## src/rtl/uart_pkg.sv

```systemverilog
// uart_pkg: constants, FSM encodings and helpers shared by the UART RX/TX
// path and the command controller.
//   - uart_state_t     : receiver FSM states
//   - UART_OVERSAMPLE  : ticks per bit (16)
//   - TICK_SAMPLE_A/B/C: tick indices of the three mid-bit samples (7/8/9)
//   - TICK_LAST        : last tick index of a bit (15)
//   - baud_div()       : system clocks per oversample tick, truncated
//   - maj3()           : 2-of-3 majority vote
package uart_pkg;

    typedef enum logic [2:0] {
        ST_IDLE      = 3'd0,
        ST_START     = 3'd1,
        ST_DATA      = 3'd2,
        ST_STOP      = 3'd3,
        ST_WAIT_HIGH = 3'd4
    } uart_state_t;

    localparam int UART_OVERSAMPLE = 16;

    localparam logic [3:0] TICK_SAMPLE_A = 4'd7;
    localparam logic [3:0] TICK_SAMPLE_B = 4'd8;
    localparam logic [3:0] TICK_SAMPLE_C = 4'd9;
    localparam logic [3:0] TICK_LAST     = 4'd15;

    function automatic int baud_div(input int clk_hz, input int baud, input int os);
        return clk_hz / (baud * os);
    endfunction

    function automatic logic maj3(input logic [2:0] s);
        return (s[0] & s[1]) | (s[0] & s[2]) | (s[1] & s[2]);
    endfunction

endpackage

```

## src/rtl/uart_baud_tick.sv

```systemverilog
// uart_baud_tick: oversample tick generator.
// Counts 0..DIV-1 and raises o_tick for one clock while the count is DIV-1.
// i_clr holds the count at zero so the tick phase can be re-aligned to an
// external event (the start edge on the RX side).
//   i_clk_sys : system clock
//   i_rst_n   : asynchronous active-low reset
//   i_clr     : synchronous clear, suppresses the tick
//   o_tick    : one-cycle tick every DIV clocks
module uart_baud_tick #(
    parameter int DIV = 27
) (
    input  logic i_clk_sys,
    input  logic i_rst_n,
    input  logic i_clr,
    output logic o_tick
);

    localparam int CW = (DIV > 1) ? $clog2(DIV) : 1;
    localparam logic [CW-1:0] CNT_LAST = CW'(DIV - 1);

    logic [CW-1:0] cnt_reg;

    always_ff @(posedge i_clk_sys or negedge i_rst_n) begin
        if (!i_rst_n) begin
            cnt_reg <= '0;
        end else if (i_clr || (cnt_reg == CNT_LAST)) begin
            cnt_reg <= '0;
        end else begin
            cnt_reg <= cnt_reg + 1'b1;
        end
    end

    assign o_tick = ~i_clr & (cnt_reg == CNT_LAST);

endmodule

```

## src/rtl/uart_rx_frame.sv

```systemverilog
// uart_rx_frame: 8N1 UART receiver with 16x oversampling.
// The RX pin is synchronised with two flops; a falling edge in IDLE starts
// a frame and re-phases the tick generator to that edge. The start bit is
// re-checked mid-bit, each data/stop bit is the majority of three samples
// taken near the bit centre. Good bytes update a held data bus with a
// one-cycle done strobe; a low stop bit gives a one-cycle framing error and
// the receiver then waits for the line to return high.
//   i_clk_sys   : system clock
//   i_rst_n     : asynchronous active-low reset
//   i_uart_rx   : asynchronous serial input, idle high
//   o_uart_data : last correctly framed byte, held between frames
//   o_rx_done   : one-cycle pulse when o_uart_data is updated
//   o_frame_err : one-cycle pulse when the stop bit is sampled low
//   o_rx_busy   : high from start-edge detection until back in IDLE
module uart_rx_frame
    import uart_pkg::*;
#(
    parameter int CLK_FREQ   = 50_000_000,
    parameter int BAUD       = 115200,
    parameter int OVERSAMPLE = 16,
    parameter int DATA_WIDTH = 8
) (
    input  logic                  i_clk_sys,
    input  logic                  i_rst_n,
    input  logic                  i_uart_rx,
    output logic [DATA_WIDTH-1:0] o_uart_data,
    output logic                  o_rx_done,
    output logic                  o_frame_err,
    output logic                  o_rx_busy
);

    localparam int DIV = baud_div(CLK_FREQ, BAUD, OVERSAMPLE);
    localparam int BW  = (DATA_WIDTH > 1) ? $clog2(DATA_WIDTH) : 1;
    localparam logic [BW-1:0] LAST_BIT = BW'(DATA_WIDTH - 1);

    logic                  rx_meta_reg, rx_s_reg, rx_prev_reg;
    uart_state_t           state_reg, state_next;
    logic [3:0]            tick_cnt_reg, tick_cnt_next;
    logic [BW-1:0]         bit_cnt_reg, bit_cnt_next;
    logic [DATA_WIDTH-1:0] sh_reg, sh_next;
    logic [2:0]            samp_reg, samp_next;
    logic [DATA_WIDTH-1:0] data_reg, data_next;
    logic                  done_reg, done_next;
    logic                  ferr_reg, ferr_next;
    logic                  busy_reg, busy_next;
    logic                  tick;
    logic                  rx_fall;

    // Held in clear while idle so the first tick lands DIV clocks after
    // the start edge is seen.
    uart_baud_tick #(
        .DIV (DIV)
    ) u_baud_tick (
        .i_clk_sys (i_clk_sys),
        .i_rst_n   (i_rst_n),
        .i_clr     (state_reg == ST_IDLE),
        .o_tick    (tick)
    );

    assign rx_fall = rx_prev_reg & ~rx_s_reg;

    always_ff @(posedge i_clk_sys or negedge i_rst_n) begin
        if (!i_rst_n) begin
            rx_meta_reg  <= 1'b1;
            rx_s_reg     <= 1'b1;
            rx_prev_reg  <= 1'b1;
            state_reg    <= ST_IDLE;
            tick_cnt_reg <= '0;
            bit_cnt_reg  <= '0;
            sh_reg       <= '0;
            samp_reg     <= '0;
            data_reg     <= '0;
            done_reg     <= 1'b0;
            ferr_reg     <= 1'b0;
            busy_reg     <= 1'b0;
        end else begin
            rx_meta_reg  <= i_uart_rx;
            rx_s_reg     <= rx_meta_reg;
            rx_prev_reg  <= rx_s_reg;
            state_reg    <= state_next;
            tick_cnt_reg <= tick_cnt_next;
            bit_cnt_reg  <= bit_cnt_next;
            sh_reg       <= sh_next;
            samp_reg     <= samp_next;
            data_reg     <= data_next;
            done_reg     <= done_next;
            ferr_reg     <= ferr_next;
            busy_reg     <= busy_next;
        end
    end

    always_comb begin
        state_next    = state_reg;
        tick_cnt_next = tick_cnt_reg;
        bit_cnt_next  = bit_cnt_reg;
        sh_next       = sh_reg;
        samp_next     = samp_reg;
        data_next     = data_reg;
        done_next     = 1'b0;
        ferr_next     = 1'b0;
        busy_next     = busy_reg;

        case (state_reg)
            ST_IDLE: begin
                busy_next = 1'b0;
                if (rx_fall) begin
                    state_next    = ST_START;
                    tick_cnt_next = '0;
                    busy_next     = 1'b1;
                end
            end

            // The whole start bit is counted so that tick_cnt is aligned to
            // bit boundaries in DATA/STOP; the centre sample only rejects
            // glitches.
            ST_START: begin
                if (tick) begin
                    tick_cnt_next = tick_cnt_reg + 4'd1;
                    if (tick_cnt_reg == TICK_SAMPLE_A && rx_s_reg) begin
                        state_next = ST_IDLE;
                        busy_next  = 1'b0;
                    end else if (tick_cnt_reg == TICK_LAST) begin
                        state_next   = ST_DATA;
                        bit_cnt_next = '0;
                    end
                end
            end

            ST_DATA: begin
                if (tick) begin
                    tick_cnt_next = tick_cnt_reg + 4'd1;
                    if (tick_cnt_reg == TICK_SAMPLE_A) samp_next[0] = rx_s_reg;
                    if (tick_cnt_reg == TICK_SAMPLE_B) samp_next[1] = rx_s_reg;
                    if (tick_cnt_reg == TICK_SAMPLE_C) samp_next[2] = rx_s_reg;
                    if (tick_cnt_reg == TICK_LAST) begin
                        sh_next      = {maj3(samp_reg), sh_reg[DATA_WIDTH-1:1]};
                        bit_cnt_next = bit_cnt_reg + 1'b1;
                        if (bit_cnt_reg == LAST_BIT) begin
                            state_next = ST_STOP;
                        end
                    end
                end
            end

            // Decide on the third sample and leave immediately, so a start
            // edge right at the end of the stop bit is still seen in IDLE.
            ST_STOP: begin
                if (tick) begin
                    tick_cnt_next = tick_cnt_reg + 4'd1;
                    if (tick_cnt_reg == TICK_SAMPLE_A) samp_next[0] = rx_s_reg;
                    if (tick_cnt_reg == TICK_SAMPLE_B) samp_next[1] = rx_s_reg;
                    if (tick_cnt_reg == TICK_SAMPLE_C) begin
                        if (maj3({rx_s_reg, samp_reg[1], samp_reg[0]})) begin
                            data_next  = sh_reg;
                            done_next  = 1'b1;
                            state_next = ST_IDLE;
                            busy_next  = 1'b0;
                        end else begin
                            ferr_next  = 1'b1;
                            state_next = ST_WAIT_HIGH;
                        end
                    end
                end
            end

            ST_WAIT_HIGH: begin
                if (rx_s_reg) begin
                    state_next = ST_IDLE;
                    busy_next  = 1'b0;
                end
            end

            default: begin
                state_next = ST_IDLE;
                busy_next  = 1'b0;
            end
        endcase
    end

    assign o_uart_data = data_reg;
    assign o_rx_done   = done_reg;
    assign o_frame_err = ferr_reg;
    assign o_rx_busy   = busy_reg;

endmodule
```

## config.mk

```make
export PLATFORM = sky130hd
export DESIGN_NAME = uart_rx_frame
export DESIGN_NICKNAME = d
export VERILOG_FILES = /design/src/rtl/uart_pkg.sv /design/src/rtl/uart_baud_tick.sv /design/src/rtl/uart_rx_frame.sv
export SDC_FILE = /design/constraint.sdc
export NUM_CORES = 1
export LEC_CHECK = 0
export BUFFER_PORTS_ARGS = -buffer_cell sky130_fd_sc_hd__buf_2
export CAP_MARGIN = 40
export CORE_MARGIN = 1
export CORE_UTILIZATION = 55
export CTS_BUF_LIST = sky130_fd_sc_hd__clkbuf_16
export DETAILED_ROUTE_END_ITERATION = 7
export PLACE_DENSITY_LB_ADDON = 0.25
export SLEW_MARGIN = 5
export SYNTH_ARGS = -nofsm -noshare
export SYNTH_HDL_FRONTEND = slang
export SYNTH_HIERARCHICAL = 1
export SYNTH_SLANG_ARGS = --single-unit
export TNS_END_PERCENT = 100
```

## constraint.sdc

```tcl
create_clock -name i_clk_sys -period 2.45 [get_ports i_clk_sys]
set_input_delay 0.49 -clock i_clk_sys [delete_from_list [all_inputs] [get_ports i_clk_sys]]
set_output_delay 0.49 -clock i_clk_sys [all_outputs]
set_load 0.1 [all_outputs]
```

# [Word-level counts from Yosys, hierarchy flattened]
# Index checks and enable logic that the tools add are counted.
# Widths: inputs -> output; s select.
[totals] out_inout_bits=11 inputBits=3 regBits=40
[op_classes] addsub=3 bitwise_logic=14 muxes=43 n_reduce_logical=15 n_eq_ne=24
[op_table] op="$mux 3" n=16
[op_table] op="$ne 2x2->1 const B" n=12
[op_table] op="$mux 1" n=17
[op_table] op="$pmux 3 s5" n=1
[op_table] op="$eq 4x4->1 const B" n=3
[op_table] op="$reduce_and 3->1" n=4
[op_table] op="$reduce_and 9->1" n=1
[op_table] op="$mux 4" n=2
[op_table] op="$pmux 4 s2" n=1
[op_table] op="$and 1x1->1" n=7
[op_table] op="$reduce_and 7->1" n=1
[op_table] op="$eq 3x2->1 const B" n=2
[op_table] op="$eq 3x3->1 const B" n=2
[op_table] op="$pmux 3 s2" n=1
[op_table] op="$reduce_and 6->1" n=1
[op_table] op="$reduce_bool 2->1" n=3
[op_table] op="$add 5x1->5 const B" n=1
[op_table] op="$eq 5x5->1 const B" n=1
[op_table] op="$mux 5" n=1
[op_table] op="$pmux 1 s5" n=1
[op_table] op="$add 4x1->4 const B" n=1
[op_table] op="$eq 4x3->1 const B" n=1
[op_table] op="$mux 2" n=2
[op_table] op="$or 1x1->1" n=4
[op_table] op="11 further kinds" n=13

# [Depth between registers and ports, before layout]
# Gate-level depths: netlist of the first run.
[logic_depth] word_depth=7 ltp_mapped=10

# [By module]
# Netlist of the first run, hierarchy kept.
[modules_own_cells] mod="uart_rx_frame" seq_area_each_um2=879.6 instances=1 area_per_inst_um2=1657.8 cells_per_inst=137
[modules_own_cells] mod="uart_baud_tick" seq_area_each_um2=125.1 instances=1 area_per_inst_um2=275.3 cells_per_inst=23

# [Worst setup path after synthesis of the first run]
# Ideal clock, no wire load.
[synth_path] kind="reg-to-reg" startpoint="reg u_baud_tick.cnt_reg[0]" endpoint="reg sh_reg[0]" period_less_slack_ps=2254 slack_ps=196 path_stages_with_launch=10 setup_ps=125 n_path_buf=2 t_arrival_ps=2129 path_cell_list="dfrtp_1 -> inv_1 -> ha_1 -> and4b_1 -> buf_6 -> nor2b_1 -> nand3b_4 -> or3_1 -> buf_6 -> mux2_4"
[synth_via] elab_chain_len=3
[synth_rtl] element="from (decl)" line_no="uart_baud_tick.sv:21" source="logic [CW-1:0] cnt_reg;"
[synth_rtl] element="from (signal assigned)" line_no="uart_baud_tick.sv:29" source="cnt_reg <= cnt_reg + 1'b1;"
[synth_rtl] element="$eq 5x5->1" line_no="uart_baud_tick.sv:33" source="assign o_tick = ~i_clr & (cnt_reg == CNT_LAST);"
[synth_rtl] element="$and 1x1->1" line_no="uart_baud_tick.sv:33"
[synth_rtl] element="net tick" line_no="uart_rx_frame.sv:46" source="logic tick;"
[synth_rtl] element="$reduce_and 3->1 (no source line)"
[synth_rtl] element="to (signal assigned)" line_no="uart_rx_frame.sv:83" source="sh_reg <= sh_next;"
[synth_rtl] element="to (decl)" line_no="uart_rx_frame.sv:40" source="logic [DATA_WIDTH-1:0] sh_reg, sh_next;"
# The timed path passes the listed nets, and every way through them passes these cells.
# A chain may end at the register's enable or synchronous reset.

# [Worst setup path in the final report of the first run]
[layout_path] startpoint="reg u_baud_tick.cnt_reg[0]" endpoint="reg sh_reg[3]"
# Same word-level chain as after synthesis.

==> results of run 1 <==
==> routing by layer <==
| metal | vias to the layer above | wire length (um) | track usage |
|---|---|---|---|
| met2 | 23 | 1680 | 0.329 |
| met4 | 0 | 69 | 0.0942 |
| met1 | 646 | 1530 | 0.269 |
| met5 | - | 0 | 0 |
| met3 | 6 | 115 | 0.0714 |
| li1 | 607 | - | - |
==> power by group <==
| part | leakage, nW | switching [W] | internal, W | total (W) |
|---|---|---|---|---|
| sequential | 0.538 | 0.0000420 | 0.000706 | 0.000748 |
| clock | 0.0814 | 0.000263 | 0.000478 | 0.000742 |
| combinational | 0.520 | 0.000200 | 0.000112 | 0.000312 |
| total | 1.14 | 0.000506 | 0.00130 | 0.00180 |
==> synthesized netlist by cell type, types with 2 or more instances <==
cell      instances  area [sq um]
a21oi_1           4          20.0
and3_1            4          25.0
and4_2            2          20.0
buf_6             2          22.5
clkbuf_1          2          7.51
dfrtp_1          37           926
dfstp_2           3          78.8
ha_1              7          87.6
inv_1             5          18.8
mux2_2           13           146
mux2_4            7           105
nand2_1           9          33.8
nand2b_1          2          12.5
nand3_1           4          20.0
nand3b_1          3          22.5
nor2_1           12          45.0
nor2b_1           3          18.8
nor3_1            8          40.0
nor4_2            2          25.0
o21ai_0           3          15.0
o21bai_1          2          15.0
xor2_1            2          17.5
==> cell type report <==
cell class,instances,area [sq um]
timing repair buffer,20,130
tap,46,57.6
multi-input combinational,108,865
fill,263,1120
inverter,5,18.8
sequential,40,1000
clock inverter,3,42.5
clock buffer,5,125
==> through the flow <==
stage | instances | total power [W] | area (sq um) | setup slack [ps]
6_report | 227 | 0.00180 | 2240 | 140
5_1_grt | 227 | 0.00188 | 2240 | 5.42
4_1_cts | 227 | 0.00181 | 2240 | 72.4
3_5_place_dp | 219 | 0.00107 | 2070 | 103
3_3_place_gp | 218 | 0.00105 | 2050 | 136
2_1_floorplan | 160 | 0.000978 | 1930 | 196
==> timing repair <==
action,CTS,global route
endpoints found under the hold margin,0,0
endpoints found under the setup margin,0,2
gates resized for setup,0,1
==> worst paths after layout <==
path / from / endpoint / slack [ps]
min in group i_clk_sys: i_uart_rx / rx_meta_reg / 300
max in group asynchronous: i_rst_n / rx_prev_reg / 1810
max: u_baud_tick/cnt_reg[0] / sh_reg[3] / 140
min: i_rst_n / o_rx_busy / 100
min reg2reg: rx_meta_reg / rx_s_reg / 360
max reg2reg: u_baud_tick/cnt_reg[0] / sh_reg[3] / 140
==> cell families (layout without fill, tap and decap cells) <==
kind of cell,Yosys count,after routing,share of synthesized area
AO/OA/AOI/OAI,20,20,0.0744
flip-flops,40,40,0.520
multiplexers,21,21,0.135
buffers and inverters,12,33,0.0343
adder cells (fa/ha/maj),8,8,0.0505
XOR/XNOR,3,3,0.0136
AND/OR/NAND/NOR,56,56,0.172
==> qor.csv, run 1 <==
metric,value,unit
status,completed,
setup tns final,0,ps
IO Count,14,
GRT overflow,0,
CTS tree,built,
initial drt markers,43,
post-synthesis net count,170,
vias in the first global route,1194,
Root Buffer,clkbuf_16,
share of layout cells above drive strength 1,0.331,
Worst Path Buf+Inv,1,
Worst slew margin,0.662,
"Cell Area, Synth",1930,sq um
Num CTS Buffers,5,
Die Wd,61.3,um
synth warn,6,
Nets,190,
Antenna Nets Post-Route,0,
Max Clock Freq,433,MHz
drt first pass iters,4,
Tightest Hold Check Type,input pin to async pin,
postcts setup bufs,0,
RSZ-0062 raised after global routing,no,
critical path type,flop to flop,
cell chain of the critical path,inv_1 -> ha_1 -> and4b_1 -> nor2b_1 -> nand3b_4 -> or3_1 -> mux2_4,
n_diodes,0,
Post-synth EDFFs,0,
largest net degree at the start of global routing,27,
antenna violations before repair,0,
Critical Path End Type,flop,
via count,1282,
row count,21,
Slowest Stage Delay on Critical Path,590,ps
I/O Buffers,13,
Final HPWL DP,2350,um
Initial Util,0.575,
"commonest non-fill, non-tap cell in the layout",dfrtp_1,
R2R cell count,7,
max-slew violation count,0,
die area,3760,sq um
cells after synthesis,160,
H-tree depth,2,
clock latency on the worst-skew pair,290,ps
CP Depth,7,
register bit total from synthesis,40,
Crit path max-delay family,simple AND/OR/NAND/NOR gates,
CTS max path bufs,2,
Avg Inst Size Synth,12.1,sq um
"Seq/Total Area, Yosys",0.520,
LEAKAGE,1.14,nW
Max-Cap Viols,0,
CP Data Required Time,2620,ps
Final Skew,7.34,ps
Synth-to-Final Area Change,16.1,%
final hold slack,104,ps
most frequent cells in the layout,"37 x dfrtp_1, 13 x mux2_2, 13 x buf_2",
hold_buf cts,0,
Final setup violation count,0,
Main synth FF type,dfrtp_1,
highest net fanout along the worst path,10,
Async SR Flop Fraction,1.00,
Tightest Pin Transition,507,ps
first-pass GRT wire length,5530,um
minimum clock period,2310,ps
Final Routed Wirelength,3400,um
overall global routing resource usage,0.212,
via density per instance,5.65,
Routed WL per cell,15.0,um
gpl congestion,0.795,
"Hold Vio Cnt, Final",0,
Critical-path top delay cell,or3_1,
"Reg clk slew, reported paths",60,ps
VDD IR-drop max,645,uV
Post-Route Utilization,0.667,
Critical Path Source Type,flop,
CTS sink count,40,
Power Density,803,nW/um^2
drc violations,0,
Die Y-Extent,61.3,um
CORE AREA,3360,sq um
Synth cell types,46,
fin crit share,0.943,
WP data arrival,2480,ps
(Power assumes the default switching activity.)
==> run 2: changes to the inputs <==
--- a/config.mk
+++ b/config.mk
@@ -9,7 +9,7 @@
 export CAP_MARGIN = 40
 export CORE_MARGIN = 1
 export CORE_UTILIZATION = 55
-export CTS_BUF_LIST = sky130_fd_sc_hd__clkbuf_16
+export CTS_BUF_LIST = sky130_fd_sc_hd__clkbuf_8 sky130_fd_sc_hd__clkbuf_16
 export DETAILED_ROUTE_END_ITERATION = 7
 export PLACE_DENSITY_LB_ADDON = 0.25
 export SLEW_MARGIN = 5
==> run 2 against run 1 <==
  * Maximum frequency about the same
  * Largest power group unchanged
  * Clock power fell by 23%
  * Critical endpoint unchanged
  * Largest cell class unchanged
  * Global-route usage decreased by 0.76 points
==> qor.csv, run 2 (synthesized netlist as in run 1, its figures left out) <==
metric,value,unit,change
hold_buf cts,0,,unchanged
CTS max path bufs,2,,unchanged
row count,21,,unchanged
CTS sink count,40,,unchanged
worst r2r src,u_baud_tick/cnt_reg[0],,unchanged
Routed WL per cell,14.3,um,was 15.0 um
CORE AREA,3360,sq um,unchanged
gpl congestion,0.795,,unchanged
Num CTS Buffers,5,,unchanged
largest net degree at the start of global routing,27,,unchanged
register-to-register setup slack,140,ps,about the same
Max-Cap Viols,0,,unchanged
postcts setup bufs,0,,unchanged
fin crit share,0.943,,about the same
Reg2Reg Capture Point,sh_reg[3],,unchanged
Nets,190,,unchanged
clock latency on the worst-skew pair,300,ps,was 290 ps
"Hold Vio Cnt, Final",0,,unchanged
Root Buffer,clkbuf_8,,was clkbuf_16
LEAKAGE,1.12,nW,was 1.14 nW
Worst slew margin,0.658,,was 0.662
Final Routed Wirelength,3250,um,was 3400 um
drc violations,0,,unchanged
first-pass GRT wire length,5310,um,was 5530 um
CP Depth,7,,unchanged
antenna violations before repair,0,,unchanged
vias in the first global route,1177,,was 1194
initial drt markers,47,,was 43
IO Count,14,,unchanged
highest net fanout along the worst path,10,,unchanged
Critical Path Source Type,flop,,unchanged
CTS tree,built,,unchanged
Final Skew,5.81,ps,was 7.34 ps
I/O Buffers,13,,unchanged
"commonest non-fill, non-tap cell in the layout",dfrtp_1,,unchanged
Antenna Nets Post-Route,0,,unchanged
via density per instance,5.62,,was 5.65
WP data arrival,2500,ps,was 2480 ps
status,completed,,unchanged
Worst Path Buf+Inv,1,,unchanged
n_diodes,0,,unchanged
H-tree depth,2,,unchanged
setup tns final,0,ps,unchanged
Total Power,0.00163,W,was 0.00180 W
"Reg clk slew, reported paths",80,ps,was 60 ps
Critical Path Source,u_baud_tick/cnt_reg[0],,unchanged
RSZ-0062 raised after global routing,no,,unchanged
Tightest Pin Transition,513,ps,was 507 ps
share of layout cells above drive strength 1,0.337,,was 0.331
Sequential cell area,1000,sq um,unchanged
Tightest Hold Check Type,input pin to async pin,,unchanged
Layout fillers,278,,was 263
Die Y-Extent,61.3,um,unchanged
critical path type,flop to flop,,unchanged
CP Data Required Time,2640,ps,was 2620 ps
drt first pass iters,4,,unchanged
Slowest Stage Delay on Critical Path,590,ps,about the same
Crit path max-delay family,simple AND/OR/NAND/NOR gates,,unchanged
Max Clock Freq,433,MHz,about the same
most frequent cells in the layout,"37 x dfrtp_1, 13 x mux2_2, 13 x buf_2",,unchanged
via count,1275,,was 1282
Critical-path top delay cell,or3_1,,unchanged
max-slew violation count,0,,unchanged
Die Wd,61.3,um,unchanged
worst setup path endpoint,sh_reg[3],,unchanged
die area,3760,sq um,unchanged
Final setup violation count,0,,unchanged
VDD IR-drop max,497,uV,was 645 uV
Power Density,740,nW/um^2,was 803 nW/um^2
R2R cell count,7,,unchanged
overall global routing resource usage,0.204,,was 0.212
Initial Util,0.575,,unchanged
GRT overflow,0,,unchanged
footprint of the multi-input gates,865,sq um,unchanged
Synth-to-Final Area Change,13.7,%,was 16.1%
Critical Path End Type,flop,,unchanged
Final HPWL DP,2350,um,unchanged
cell chain of the critical path,inv_1 -> ha_1 -> and4b_1 -> nor2b_1 -> nand3b_4 -> or3_1 -> mux2_4,,unchanged
minimum clock period,2310,ps,about the same
## run 2: area by class of cell
type / instances / share of cell area
flip-flops and latches: 40 / 0.457
inverters: 5 / 0.00854
clock buffers: 6 / 0.0376
repair buffers: 20 / 0.0592
clock inverters: 2 / 0.0177
well taps: 46 / 0.0262
multi-input cells: 108 / 0.394
## run 2: worst register-to-register path, delay by kind of cell, from the launching register on
kind,cells,cell delay [ps]
mux,1,380
fa+ha+maj,1,130
simple gates,4,1190
flops,1,420
buf+inv,1,80
## run 2: layer usage
layer	routed length (um)	vias up	track usage
met5	0	-	0
met4	70	0	0.0942
met3	128	8	0.0798
met2	1530	21	0.309
met1	1520	639	0.258
li1	-	607	-
## run 2: worst min-delay path by stage
stage                start        endpoint  slack (ps)  cells past startpoint
6_report           i_rst_n       o_rx_busy          90                      1
3_5_place_dp   rx_meta_reg        rx_s_reg         350                      0
4_1_cts            i_rst_n       o_rx_busy         100                      1
2_1_floorplan      i_rst_n  bit_cnt_reg[0]         190                      0
3_3_place_gp   rx_meta_reg        rx_s_reg         350                      0
5_1_grt            i_rst_n       o_rx_busy         110                      1
## run 2: per-stage QoR
stage,std cells,worst slack (ps),hold WS [ps],utilization,cell area [sq um]
finish,227,139,87.1,0.653,2200
global placement,218,136,347,0.610,2050
detailed placement,219,103,353,0.616,2070
floorplan,160,196,194,-,1930
CTS,227,66.2,95.9,0.653,2190
global route,227,5.39,110,0.653,2200
## run 2: where the power goes
part	switching (W)	internal, W	leakage, nW	total [W]
combinational	0.000199	0.000111	0.520	0.000311
clock	0.000236	0.000333	0.0614	0.000569
sequential	0.0000416	0.000705	0.538	0.000747
## run 2: repair_timing
item / in CTS / in global routing
hold endpoints to repair: 0 / 0
gates resized for setup: 0 / 1
setup endpoints to repair: 0 / 2
